--- src/rtl/dispatch_router.sv ---
`default_nettype none
// ============================================================================
// dispatch_router: 2-entry in-order buffer routing decoded instructions to
// the INT / LS / BR issue queues, with flush and performance counters.
// Revision: 1.0
// ============================================================================
module dispatch_router #(
  parameter int TAG_W = 5,
  parameter int CNT_W = 32,
  parameter int STL_W = 16
) (
  input  logic                    clk,
  input  logic                    reset,
  input  logic                    flush,
  input  logic                    dec_valid,
  output logic                    dec_ready,
  input  logic [4:0]              dec_alu_ctrl,
  input  logic [2:0]              dec_inst_type,
  input  logic [8:0]              dec_flags,
  input  logic [TAG_W-1:0]        dec_rd,
  input  logic [TAG_W-1:0]        dec_rs1,
  input  logic [TAG_W-1:0]        dec_rs2,
  output logic [17+3*TAG_W-1:0]   disp_payload,
  output logic                    int_valid,
  input  logic                    int_ready,
  output logic                    ls_valid,
  input  logic                    ls_ready,
  output logic                    br_valid,
  input  logic                    br_ready,
  output logic [CNT_W-1:0]        disp_count,
  output logic [STL_W-1:0]        stall_cycles
);

  localparam int PW = 17 + 3*TAG_W;

  logic [PW-1:0]    mem_q [2];
  logic [PW-1:0]    mem_d [2];
  logic             wr_ptr_q, wr_ptr_d;
  logic             rd_ptr_q, rd_ptr_d;
  logic [1:0]       count_q, count_d;
  logic [CNT_W-1:0] disp_count_q, disp_count_d;
  logic [STL_W-1:0] stall_q, stall_d;

  logic [PW-1:0]    head;
  logic [8:0]       head_flags;
  logic             is_br, is_ls, has_head, sel_ready, push, pop;

  always_comb begin
    head       = mem_q[rd_ptr_q];
    head_flags = head[3*TAG_W +: 9];
    // flags = {Jump,JumpR,MemRead,MemWrite,ALUsrc,RegWrite,PCSave,BNE,BEQ}; branch class wins
    is_br      = head_flags[8] | head_flags[7] | head_flags[1] | head_flags[0];
    is_ls      = !is_br && (head_flags[6] | head_flags[5]);
    has_head   = (count_q != 2'd0) && !flush;

    int_valid    = has_head && !is_br && !is_ls;
    ls_valid     = has_head && is_ls;
    br_valid     = has_head && is_br;
    disp_payload = (count_q != 2'd0) ? head : '0;

    sel_ready = is_br ? br_ready : (is_ls ? ls_ready : int_ready);
    dec_ready = (count_q != 2'd2) && !flush;
    push      = dec_valid && dec_ready;
    pop       = has_head && sel_ready;

    mem_d    = mem_q;
    wr_ptr_d = wr_ptr_q;
    rd_ptr_d = rd_ptr_q;
    count_d  = count_q;
    if (flush) begin
      wr_ptr_d = 1'b0;
      rd_ptr_d = 1'b0;
      count_d  = 2'd0;
    end else begin
      if (push) begin
        mem_d[wr_ptr_q] = {dec_alu_ctrl, dec_inst_type, dec_flags, dec_rd, dec_rs1, dec_rs2};
        wr_ptr_d        = ~wr_ptr_q;
      end
      if (pop) begin
        rd_ptr_d = ~rd_ptr_q;
      end
      count_d = count_q + {1'b0, push} - {1'b0, pop};
    end

    disp_count_d = disp_count_q + (pop ? CNT_W'(1) : CNT_W'(0));
    stall_d      = stall_q;
    if (has_head && !sel_ready && (stall_q != {STL_W{1'b1}})) begin
      stall_d = stall_q + STL_W'(1);
    end
  end

  always_ff @(posedge clk or posedge reset) begin
    if (reset) begin
      mem_q[0]     <= '0;
      mem_q[1]     <= '0;
      wr_ptr_q     <= 1'b0;
      rd_ptr_q     <= 1'b0;
      count_q      <= 2'd0;
      disp_count_q <= '0;
      stall_q      <= '0;
    end else begin
      mem_q[0]     <= mem_d[0];
      mem_q[1]     <= mem_d[1];
      wr_ptr_q     <= wr_ptr_d;
      rd_ptr_q     <= rd_ptr_d;
      count_q      <= count_d;
      disp_count_q <= disp_count_d;
      stall_q      <= stall_d;
    end
  end

  assign disp_count   = disp_count_q;
  assign stall_cycles = stall_q;

endmodule
`default_nettype wire
--- config.mk ---
export PLATFORM = sky130hd
export DESIGN_NAME = dispatch_router
export DESIGN_NICKNAME = d
export VERILOG_FILES = /design/src/rtl/dispatch_router.sv
export SDC_FILE = /design/constraint.sdc
export NUM_CORES = 1
export LEC_CHECK = 0
export BUFFER_PORTS_ARGS = -buffer_cell sky130_fd_sc_hd__buf_2
export CAP_MARGIN = 30
export CORE_MARGIN = 2
export CORE_UTILIZATION = 54
export DETAILED_ROUTE_END_ITERATION = 8
export PLACE_DENSITY = 0.8
export SLEW_MARGIN = 10
export SYNTH_ARGS = -nofsm -noshare
export SYNTH_HDL_FRONTEND = slang
export SYNTH_SLANG_ARGS = --single-unit
export TNS_END_PERCENT = 30
--- constraint.sdc ---
create_clock -name clk -period 5 [get_ports clk]
set_input_delay 0.75 -clock clk [delete_from_list [all_inputs] [get_ports clk]]
set_output_delay 0.75 -clock clk [all_outputs]
set_load 0.05 [all_outputs]
==> run summary <==
The wire length per cell is ~16 µm. Detailed routing inserted a total of just under 4000 vias. The most used cell along the critical path is sky130_fd_sc_hd__buf_4. STA classifies the critical path endpoint as a register. The hold-fix buffer count after cts is 0. In this run the number of cells on the critical path is 11. The total negative slack came out at 0 ns. The power dissipated by switching net loads is about 0.0015 W. The deepest level of the CTS H-tree came out at 4. Clock skew on the completed layout was measured at ~0.0074 ns.

The final hold slack came out at 0.229 ns. The worst slew slack as a fraction of its limit came out at a little under two thirds. The final count of negative-setup-slack endpoints came out at 0. The area share of the largest cell type after synthesis came out at a little over half.

The maximum single-stage delay on the critical path came out at just under 0.5 ns. Entering global routing, the biggest net connects 83 pins. Counting every instance in the synthesized netlist gives roughly 440. The area used by multi-input combinational logic came out at 2450 µm².

The part of the total power dissipated in the clock network came out at about 28%. The count of warnings emitted by yosys came out at 0. The initial antenna violation count was 0. Traced cell by cell, the critical path runs through buf_4, inv_1, and2_4, a221oi_4, buf_4, and3_2, ha_1, nand3_1, nor4_1, nand2_1, xnor2_1. The number of global-route vias before repair came to approximately 4000. The floorplan die height is between 100 and 150 µm. In this run the worst setup path terminates at disp_count[26].

The number of hold violations in the final report came out at 0. The cell-internal power came out at around 0.0024 W. The number of pins with negative max-slew slack in the final report came out at 0. The overall routed net length came out at between 10 and 15 mm.

In this run the critical register-to-register path is launched from rd_ptr_q. The register bit total from synthesis is around 120. The number of buffers added for setup after CTS is 0.

Among all flip-flop cells after synthesis, the most frequent one is sky130_fd_sc_hd__dfrtp_1. For the pin with the worst max-slew slack, the measured transition is approximately 0.54 ns. Clock-pin slew was measured on the worst setup and hold paths at 0.05 ns. The setup slack of the most critical reg-to-reg path is about 1.6 ns. The switching fraction of total power came out at ~39%.

The area growth from synthesis to layout is 25.0%. The fill cell total of the finished layout came out at 726. The routed via count divided by cell count is around 5.4. The number of sinks driven by the clock tree is approximately 120. The final critical delay including setup and external delays is roughly 3.4 ns. In the post-synthesis netlist, the biggest area contributors are sky130_fd_sc_hd__dfrtp_1 53%, sky130_fd_sc_hd__mux2_2 14%, sky130_fd_sc_hd__mux2i_1 6.2%. The number of nets produced by synthesis came out at 485. The first-pass GRT wire length is about 19 mm. The total number of placement rows came out at 36. After synthesis the cells add up to about 5400 µm². Sequential cells burn between 30 and 40% of the power. The post-route netlist has between 40 and 50% of its cells at a drive strength greater than 1. The initial detailed-routing violation count is approximately 160. The diode insertion count for antenna repair is 0.

The max-cap check violation count came out at 0. TritonCTS built the clock tree. The number of clock buffers added by TritonCTS is 17. The die boundary width came out at roughly 100 µm.

The total power density per cell area came out at between 500 and 600 nW/µm². The initial utilization of the core area, before any placement, comes to 55.7%. The largest total area in the synthesized netlist belongs to sky130_fd_sc_hd__dfrtp_1. The worst endpoint data arrival time came out at about 3.8 ns. The power share of the combinational group came out at between 30% and 40%. The ratio of final minimum period to clock period came out at approximately 69%. The achievable frequency is slightly below 300 MHz.

The detailed placer's ending HPWL is between 7 and 8 mm. For the worst flop-to-flop path, the logic depth is 11. The critical path required time is 5.39 ns. In this run the remaining antenna-violating nets after routing total 0.

The first-pass iteration count of the detailed router is 4. The async set or reset register ratio after synthesis came out at 100%. The portion of the post-synthesis area used by sequential elements came out at a little over half.

The number of distinct standard cells referenced by the synthesized netlist is 41. The routability-driven placement congestion ratio came out at 0.811. Dividing the synthesized area by the synthesized cell count gives approximately 12 µm².

The number of top-level pins came out at between 100 and 150. The number of DRC violations after detailed routing is 0. The die outline area is 10900 µm². The element type at the critical path start is a register. In this run the deepest clock path goes through 2 buffers. The power after layout came out at 0.00389 W.

Along the worst path, the maximum fanout reaches 32. In this run, post-CTS repair resized a total of 0 instances. The global route total overflow came out at 0. On the critical path the largest part of the delay comes from simple AND/OR/NAND/NOR gates. The flow ran to the end, and the final reports show no timing, DRC or antenna violations.

Among all stages on the critical path, the largest delay is contributed by sky130_fd_sc_hd__buf_4. The area of the core came out at 9770 µm². The tree is rooted in a sky130_fd_sc_hd__clkbuf_8. The overall track demand over capacity in global routing is 22.3%. The synthesized design contains 0 enable-type register cells. The worst register-to-register path ends at disp_count[26]. In this run the static leakage power is approximately 3.3 nW. The clock insertion delay at the later pin of the skew report came out at approximately 0.5 ns. The worst setup path is of the register to register kind. The highest ir drop seen on vdd came out at 311 µV. The kind of path behind the tightest hold check is input port to asynchronous set/reset pin. The quantity of I/O buffers inserted on ports is about 120.

The launch point of the critical path is rd_ptr_q. Setup repair after global routing left no endpoint under its margin. The utilization after layout is 69.7%.

The area taken by flip-flops and latches is approximately 2900 µm². The net count of the finished layout is roughly 600. The number of buffer and inverter stages on the critical path came out at 3.
## cell usage in the layout, fill, tap and decap left out, types with 3 or more instances in the layout
master	netlist	routed
sky130_fd_sc_hd__mux2_2	67	67
sky130_fd_sc_hd__clkinvlp_4	0	3
sky130_fd_sc_hd__mux2i_1	34	34
sky130_fd_sc_hd__a21oi_1	3	3
sky130_fd_sc_hd__and4_1	5	5
sky130_fd_sc_hd__nand2b_1	3	3
sky130_fd_sc_hd__nor3_1	6	6
sky130_fd_sc_hd__dfrtp_1	116	115
sky130_fd_sc_hd__xnor2_1	25	25
sky130_fd_sc_hd__clkinv_2	0	6
sky130_fd_sc_hd__xor2_1	21	21
sky130_fd_sc_hd__nand4_1	8	8
sky130_fd_sc_hd__inv_1	5	4
sky130_fd_sc_hd__nand3_1	22	21
sky130_fd_sc_hd__buf_2	4	122
sky130_fd_sc_hd__nor4_1	7	7
sky130_fd_sc_hd__buf_4	1	5
sky130_fd_sc_hd__nor2_1	47	45
sky130_fd_sc_hd__clkbuf_8	0	4
sky130_fd_sc_hd__and3_1	8	8
sky130_fd_sc_hd__nor4_4	5	5
sky130_fd_sc_hd__clkbuf_16	0	16
sky130_fd_sc_hd__ha_1	5	5
sky130_fd_sc_hd__nand2_1	18	18
## kinds of logic after synthesis
family	share of synthesized area, %
flops	53.3
buf+inv	1.95
fa+ha+maj	1.15
compound gates	1.61
simple gates	14.5
xor+xnor	7.39
mux	20.1
## routing by layer
metal	vias to the layer above	wire (µm)	global-route usage, %
met1	1938	4940	27.2
met4	0	175	7.14
met3	17	531	7.52
li1	1817	-	-
met2	98	5920	37.2
met5	-	0	0
## synthesized netlist by cell type (all sizes together) (2+ instances only)
library cell	instances
inv	5
a221oi	2
dfrtp	116
nor3	6
and2	4
nand2	18
nor2	48
and4	5
mux2	67
buf	9
a21oi	3
or2	2
xnor2	25
nand2b	3
nand3	22
mux2i	34
xor2	21
nand4	8
o21ai	2
ha	5
and3	9
clkbuf	7
nor4	12
## stage by stage
stage | std cells | setup WS [ns] | instance area, µm²
floorplan | 441 | 1.18 | 5450
detailed placement | 685 | 1.62 | 6190
finish | 719 | 1.55 | 6810
global placement | 685 | 1.76 | 6190
global route | 719 | 1.28 | 6810
CTS | 716 | 1.58 | 6740
## power by group through the flow
stage	logic [W]	clock network (W)	registers, W
after floorplan	0.00104	0	0.00147
after global placement	0.00137	0	0.00140
after detailed placement	0.00140	0	0.00142
after CTS	0.00141	0.00110	0.00141
after global routing	0.00150	0.00115	0.00145
final	0.00140	0.00108	0.00141
## worst min path at each step
stage                         startpoint              to  slack, ns  cells after the start
final                              reset  disp_count[25]       0.23                      2
after global routing               reset  disp_count[27]       0.23                      2
after CTS                     dec_rs2[0]       mem_q[32]       0.46                      2
after detailed placement   disp_count[5]   disp_count[5]       0.48                      1
after global placement    disp_count[31]  disp_count[31]       0.46                      1
after floorplan                mem_q[30]       mem_q[30]       0.48                      1
## area by class of cell
| cell class | count | share of cell area (%) |
|---|---|---|
| Inverter | 5 | 0.312 |
| Multi-Input combinational cell | 304 | 36.0 |
| Clock inverter | 10 | 1.21 |
| Timing Repair Buffer | 130 | 10.6 |
| Clock buffer | 21 | 6.74 |
| Sequential cell | 116 | 42.6 |
| Tap cell | 133 | 2.44 |
## flip-flops by register name (all words and copies together) (netlist names)
register / flops
rd_ptr_q: 1
mem_q: 64
stall_cycles: 16
disp_count: 32
count_q: 2
wr_ptr_q: 1
Power figures use the tool's default switching activity.
